===== src/rtl/jamma_pkg.sv =====
// Shared JAMMA joystick bit map, released-state constant and elaboration helpers.
package jamma_pkg;

  localparam int unsigned JOY_UP    = 0;
  localparam int unsigned JOY_DOWN  = 1;
  localparam int unsigned JOY_LEFT  = 2;
  localparam int unsigned JOY_RIGHT = 3;
  localparam int unsigned JOY_FIRE1 = 4;
  localparam int unsigned JOY_FIRE2 = 5;
  localparam int unsigned JOY_SPARE = 6;
  localparam int unsigned JOY_START = 7;

  localparam logic [7:0] JOY_RELEASED = 8'hFF;

  function automatic int unsigned clog2(input int unsigned v);
    int unsigned r;
    r = 0;
    while ((64'd1 << r) < 64'(v)) r++;
    return r;
  endfunction

endpackage


===== src/rtl/joy_debounce_bit.sv =====
// One debounced joystick bit: the output follows the sample only after
// DEBOUNCE_SCANS consecutive disagreeing samples; DEBOUNCE_SCANS=0 bypasses.
module joy_debounce_bit
  import jamma_pkg::*;
#(
  parameter int unsigned DEBOUNCE_SCANS = 3,
  parameter logic        RESET_VAL      = 1'b1
) (
  input  logic i_pclk,
  input  logic i_reset,
  input  logic i_sample_en,
  input  logic i_s,
  output logic o_q
);

  localparam int unsigned CNT_RAW = clog2(DEBOUNCE_SCANS + 1);
  localparam int unsigned CNT_W   = (CNT_RAW > 0) ? CNT_RAW : 1;

  logic r_q;

  if (DEBOUNCE_SCANS == 0) begin : g_bypass
    always_ff @(posedge i_pclk) begin
      if (i_reset) begin
        r_q <= RESET_VAL;
      end else if (i_sample_en) begin
        r_q <= i_s;
      end
    end
  end else begin : g_count
    logic [CNT_W-1:0] r_cnt;
    logic [CNT_W-1:0] w_cnt_inc;

    assign w_cnt_inc = r_cnt + 1'b1;

    // Any sample agreeing with the output restarts the run of disagreements.
    always_ff @(posedge i_pclk) begin
      if (i_reset) begin
        r_q   <= RESET_VAL;
        r_cnt <= '0;
      end else if (i_sample_en) begin
        if (i_s == r_q) begin
          r_cnt <= '0;
        end else if (w_cnt_inc == CNT_W'(DEBOUNCE_SCANS)) begin
          r_q   <= i_s;
          r_cnt <= '0;
        end else begin
          r_cnt <= w_cnt_inc;
        end
      end
    end
  end

  assign o_q = r_q;

endmodule


===== src/rtl/jamma_joy_scan.sv =====
// Time-multiplexed JAMMA joystick scanner: cycles the external select through
// every player slot, samples after a settle delay and debounces each bit.
module jamma_joy_scan
  import jamma_pkg::*;
#(
  parameter int unsigned NUM_PLAYERS    = 2,
  parameter int unsigned SETTLE_CYCLES  = 2,
  parameter int unsigned DEBOUNCE_SCANS = 3,
  parameter int unsigned SEL_W          = 1
) (
  input  logic                     pclk,
  input  logic                     reset,
  input  logic [7:0]               joy_bus,
  input  logic [5:0]               local_joy,
  input  logic                     merge_en,
  output logic [SEL_W-1:0]         select_out,
  output logic [8*NUM_PLAYERS-1:0] joy_out,
  output logic                     scan_done
);

  localparam logic [0:0] ST_SETTLE = 1'b0;
  localparam logic [0:0] ST_SAMPLE = 1'b1;

  logic [0:0]       r_state;
  logic [7:0]       r_cnt;
  logic [SEL_W-1:0] r_slot;
  logic             r_scan_done;

  logic             w_sample;
  logic             w_last_slot;
  logic [7:0]       w_s;

  assign w_sample    = (r_state == ST_SAMPLE);
  assign w_last_slot = (r_slot == SEL_W'(NUM_PLAYERS - 1));

  // The on-board joystick only ever merges into player 1's directions/fire.
  always_comb begin
    w_s = joy_bus;
    if ((r_slot == '0) && merge_en) begin
      w_s[JOY_FIRE2:JOY_UP] = joy_bus[JOY_FIRE2:JOY_UP] & local_joy;
    end
  end

  always_ff @(posedge pclk) begin
    if (reset) begin
      r_state     <= ST_SETTLE;
      r_cnt       <= 8'd0;
      r_slot      <= '0;
      r_scan_done <= 1'b0;
    end else begin
      r_scan_done <= 1'b0;
      case (r_state)
        ST_SETTLE: begin
          r_cnt <= r_cnt + 8'd1;
          if (r_cnt == 8'(SETTLE_CYCLES - 1)) begin
            r_state <= ST_SAMPLE;
          end
        end
        ST_SAMPLE: begin
          r_cnt       <= 8'd0;
          r_state     <= ST_SETTLE;
          r_slot      <= w_last_slot ? '0 : r_slot + 1'b1;
          r_scan_done <= w_last_slot;
        end
        default: r_state <= ST_SETTLE;
      endcase
    end
  end

  for (genvar p = 0; p < NUM_PLAYERS; p++) begin : g_player
    logic w_sample_en;
    assign w_sample_en = w_sample && (r_slot == SEL_W'(p));

    for (genvar b = 0; b < 8; b++) begin : g_bit
      joy_debounce_bit #(
        .DEBOUNCE_SCANS(DEBOUNCE_SCANS),
        .RESET_VAL     (JOY_RELEASED[b])
      ) u_bit (
        .i_pclk     (pclk),
        .i_reset    (reset),
        .i_sample_en(w_sample_en),
        .i_s        (w_s[b]),
        .o_q        (joy_out[8*p+b])
      );
    end
  end

  assign select_out = r_slot;
  assign scan_done  = r_scan_done;

endmodule


===== config.mk =====
export PLATFORM = sky130hd
export DESIGN_NAME = jamma_joy_scan
export DESIGN_NICKNAME = d
export VERILOG_FILES = /design/src/rtl/jamma_pkg.sv /design/src/rtl/joy_debounce_bit.sv /design/src/rtl/jamma_joy_scan.sv
export SDC_FILE = /design/constraint.sdc
export NUM_CORES = 1
export LEC_CHECK = 0
export CORE_ASPECT_RATIO = 0.8
export CORE_MARGIN = 5
export CORE_UTILIZATION = 55
export DETAILED_ROUTE_END_ITERATION = 10
export PLACE_DENSITY = 0.83
export SETUP_SLACK_MARGIN = 0.02
export SYNTH_ARGS = -nofsm -noshare
export SYNTH_HDL_FRONTEND = slang
export SYNTH_SLANG_ARGS = --single-unit

===== constraint.sdc =====
create_clock -name pclk -period 3.2 [get_ports pclk]
set_input_delay 0.64 -clock pclk [delete_from_list [all_inputs] [get_ports pclk]]
set_output_delay 0.64 -clock pclk [all_outputs]
set_load 0.02 [all_outputs]

[Word level (Yosys, flattened, before mapping)]
Cells that the tools add are included.
Storage, ports and cells
  output and inout port bits: 18
  flip-flop bits (word level): 59
  word-level logic and storage cells: 163
Cells by class
  muxes and demuxes: 37
  add/sub/neg operators: 18
  reductions and logical operators: 20
  bitwise gates (word level): 19
  equality and inequality tests: 33
Operator list (count)
  2-to-1 mux 2 bit: 32
  AND reduction 3 bit: 16
  adder 2 x 1 -> 2 bit, second input constant: 16
  equality test 2 bit, second input constant: 16
  inverter 1 bit: 18
  equality test 1 bit: 16
  one-hot mux 8 bit (2 select lines): 1
  adder 8 x 1 -> 8 bit, second input constant: 1
  equality test 8 x 1 -> 1 bit, second input constant: 1
  bitwise AND 6 bit: 1
  2-to-1 mux 6 bit: 1
  logical AND 1 bit: 3
  2-to-1 mux 1 bit: 2
  one-hot mux 1 bit (2 select lines): 1
  OR reduction 2 bit: 1
  adder 1 bit, second input constant: 1

[Depth between registers and ports, before layout]
  depth after elaboration: 6
  gate-level depth with buffers: 6
  gate-level depth less buffers: 4

[By module]
From an unflattened synthesis, not the netlist that was laid out.
Unflattened totals
  cell total of the unflattened synthesis: 278
  area total of the unflattened synthesis: 2698.8 µm²
By module, submodules not included
  joy_debounce_bit: seq. area each 60.1 µm², times used 16, area an instance 137.6 µm², cells an instance 14
  jamma_joy_scan: seq. area each 220.2 µm², times used 1, area an instance 496.7 µm², cells an instance 54

[Least setup slack after synthesis]
Ideal clock, no wire load.
  kind: input-to-reg
  start point: in reset
  end point: reg g_player[0].g_bit[1].u_bit.r_q
  cell stages on the path: 5
  buffers on the path: 3
  arrival: 1421 ps
  setup slack: 1629 ps
  cells stage by stage: clkbuf_1 inv_1 buf_2 clkbuf_1 o311ai_0
RTL lines
  from (decl): RTL line jamma_joy_scan.sv:12  | input logic reset,
  to (signal assigned): RTL line joy_debounce_bit.sv:44  | r_q <= i_s;
  to (decl): RTL line joy_debounce_bit.sv:19  | logic r_q;
No word-level cell between the ends.

[Worst setup path after layout]
  start point: reg r_slot (netlist: select_out)
  end point: out select_out
RTL lines
  from (decl): RTL line jamma_joy_scan.sv:26  | logic [SEL_W-1:0] r_slot;
  from (signal assigned): RTL line jamma_joy_scan.sv:62  | r_slot <= w_last_slot ? '0 : r_slot + 1'b1;
  to (decl): RTL line jamma_joy_scan.sv:16  | output logic [SEL_W-1:0] select_out,
No word-level cell between the ends.

==> results by group <==
Placed design
  – IO Port Bufs: 34
  – Final GP Congestion: 0.8150
  – Area post-placement: 3385 sq um
  – Hpwl dp: 4646 um
  – Placed instance count: 439

Clock tree
  – Clk buf depth: 2
  – Clock Tree Root: clkbuf_8
  – Postcts setup bufs: 0
  – Hold Buf Count CTS: 0
  – Worst-path clk slew: 60 ps
  – CTS tree: built
  – Clk_lat worst skew: 340 ps
  – PostCTS Resize Cnt: 0
  – CTS buffer count: 9
  – Clock sinks: 59
  – Max H-tree Level: 3

Worst setup path
  – Crit path buf inv count: 1
  – Slowest Stage Delay on Critical Path: 700 ps
  – CP required: 2560 ps
  – R2R cell count: 4
  – CP Class: reg2out
  – Startpoint types: flop
  – Slowest-stage cell, CP: clkdlybuf4s50_1
  – Critical Path AT: 1660 ps
  – Crit-path cells: clkdlybuf4s50_1
  – Flop2flop setup slack: 1240 ps
  – Crit path capture type: output pin
  – CP top delay family: buffers and inverters
  – Worst path depth: 1
  – Crit path max fanout: 14

Worst hold path
  – Hold path depth: 2
  – Worst hold path type: reg2reg

Floorplan
  – Core area: 5495 sq um
  – Io pins: 35
  – Die area: 7362 sq um
  – Die height: 77.75 um
  – Row cnt: 24
  – Initial Util: 57.42%
  – Die Width: 94.69 um

STA
  – Max Freq: 0.4341 GHz
  – Skew final: 2.978 ps
  – Tcrit/Tclk final: 71.99%
  – Headroom to the max-slew limit: 60.41%
  – Setup_tns: 0 ps
  – Worst-margin pin slew: 592.1 ps
  – Fin. Hold Viols: 0
  – Tmin final: 2304 ps
  – WHS: 480.7 ps
  – RSZ-0062 raised after global routing: false
  – # setup viols final: 0
  – Slew Viols, Final: 0

Logic synthesis
  – Mux contribution to synthesized area: 1.269%
  – Syn nets: 385
  – Synth top area share: 37.43%
  – Synth unique cells: 35
  – Sequential share of the synthesized area: 37.43%
  – Synth area leader: dfxtp_1
  – Main combinational cell family by area after synthesis: simple AND/OR/NAND/NOR gates
  – Synthesized area per cell: 8.622 sq um
  – Warnings, synthesis: 0
  – Xor and xnor area share after synthesis: 1.943%
  – Post-Syn Instances: 366
  – Synth Area in Adders: 0.7930%
  – Top post-synthesis cells by area: dfxtp_1, nand4_1, nand4b_1
  – #FFs+latches synth: 59
  – Post-synthesis compound-gate area fraction: 13.56%
  – Synth Area in Simple Gates: 36.95%
  – Mapped cell area: 3156 sq um

Final layout
  – N_diodes: 0
  – Multi-input logic area: 1720 sq um
  – Commonest non-fill, non-tap cell in the layout: dfxtp_1
  – Share of post-route cells with drive strength above 1: 5.570%
  – Final net count: 391
  – Finished Layout Cells: 455
  – Most frequent cells in the layout: dfxtp_1, nand4_1, clkdlybuf4s50_1
  – Filler Cell Count: 485
  – Final instance area: 3538 sq um
  – Synth-to-layout area growth: 12.13%
  – FF/Latch Area: 1181 sq um

Route
  – TritonRoute pass-1 iters: 5
  – Iter 0 DRT Violations: 319
  – Vias per cell: 6.290
  – Number of routed nets with antenna violations: 0
  – Vias post-DR: 2862
  – WL/cell: 15.46 um
  – DRC violations left: 0
  – WL final: 7035 um

Global routing
  – Antenna violations before repair: 0
  – Pin count of the biggest net entering global routing: 59
  – Vias in the first global route: 2576
  – First-pass GRT wire length: 11670 um
  – Total Routing Usage GR: 19.68%
  – Total congestion overflow: 0

Power
  – Peak supply drop: 0.2560 mV
  – Pwr dens: 418.2 nW/um^2
  – Leak: 1.104 nW

Status
  – Status: finished clean

Flow run
  – Max Cap Viol: 0
## state kept, by name, summed over array words and instances, names as in the netlist
signal and cells:
g_player.g_bit.u_bit.o_q 16, r_state 1, r_cnt 8, scan_done 1, g_player.g_bit.u_bit.g_count.r_cnt 32, select_out 1
## final timing paths
path / start / end
hold reg to reg: g_player[0].g_bit[7].u_bit.g_count.r_cnt[1] / g_player[0].g_bit[7].u_bit.g_count.r_cnt[1]
setup / recovery: select_out / select_out
hold / removal: g_player[0].g_bit[7].u_bit.g_count.r_cnt[1] / g_player[0].g_bit[7].u_bit.g_count.r_cnt[1]
setup reg to reg: select_out / g_player[1].g_bit[6].u_bit.g_count.r_cnt[1]
## kinds of logic after synthesis
| group | Yosys count |
|---|---|
| xor gates and xnor gates | 7 |
| AOI/OAI and AO/OA | 63 |
| adders and majority gates | 2 |
| buffers and inverters | 46 |
| and+or+nand+nor | 185 |
| muxes | 4 |
| DFF | 59 |
## metrics by stage
step / setup WS, ps / utilization (%) / power [mW]
after CTS: 887.8 / 64.39 / 1.493
after global routing: 804.5 / 64.39 / 1.540
after global placement: 838.2 / 61.59 / 0.9377
after floorplan: 1629 / - / 0.8877
after detailed placement: 754.4 / 61.59 / 0.9420
final: 896.3 / 64.39 / 1.480
## area by class of cell
cell class / count / share of cell area (%)
Clock buffer: 13 / 3.925
Clock inverter: 3 / 0.4243
Inverter: 2 / 0.2122
Multi-Input combinational cell: 261 / 48.62
Sequential cell: 59 / 33.38
Tap cell: 78 / 2.758
Timing Repair Buffer: 39 / 10.68
## cells in the mapped netlist
| cell type | number |
|---|---|
| nand2b_1 | 14 |
| and3b_1 | 6 |
| nand3_1 | 21 |
| nand4b_1 | 16 |
| nor2_1 | 6 |
| xnor2_1 | 3 |
| inv_1 | 2 |
| nand2_4 | 1 |
| clkbuf_1 | 21 |
| and2_1 | 6 |
| o21ai_0 | 15 |
| nor3_1 | 13 |
| nor2b_1 | 1 |
| buf_6 | 2 |
| o221ai_1 | 6 |
| or3_1 | 4 |
| nor3b_2 | 1 |
| or4_1 | 2 |
| a21oi_1 | 12 |
| or3b_1 | 6 |
| buf_2 | 5 |
| o311ai_0 | 12 |
| or4b_2 | 1 |
| dfxtp_1 | 59 |
| o211ai_1 | 18 |
| nor3b_1 | 17 |
| ha_1 | 2 |
| or4b_1 | 4 |
| buf_4 | 16 |
| xor2_1 | 4 |
| or2_2 | 1 |
| nand2_1 | 26 |
| nand4_1 | 37 |
| nor4bb_1 | 2 |
| mux2i_1 | 4 |
## power breakdown
part	switching (mW)	internal, mW	leakage (nW)
combinational	0.0973	0.0611	0.546
clock	0.273	0.278	0.0812
sequential	0.0202	0.750	0.477
## per-layer routing
metal / track usage, % / vias up / share of wire [%] / routed length, um
met5: 0 / - / 0 / 0
met2: 30.96 / 117 / 46 / 3258
met1: 25.64 / 1341 / 46 / 3219
met3: 5.996 / 8 / 7.0 / 494
li1: - / 1396 / - / -
met4: 6.628 / 0 / 0.90 / 63
Power figures use the tool's default switching activity.
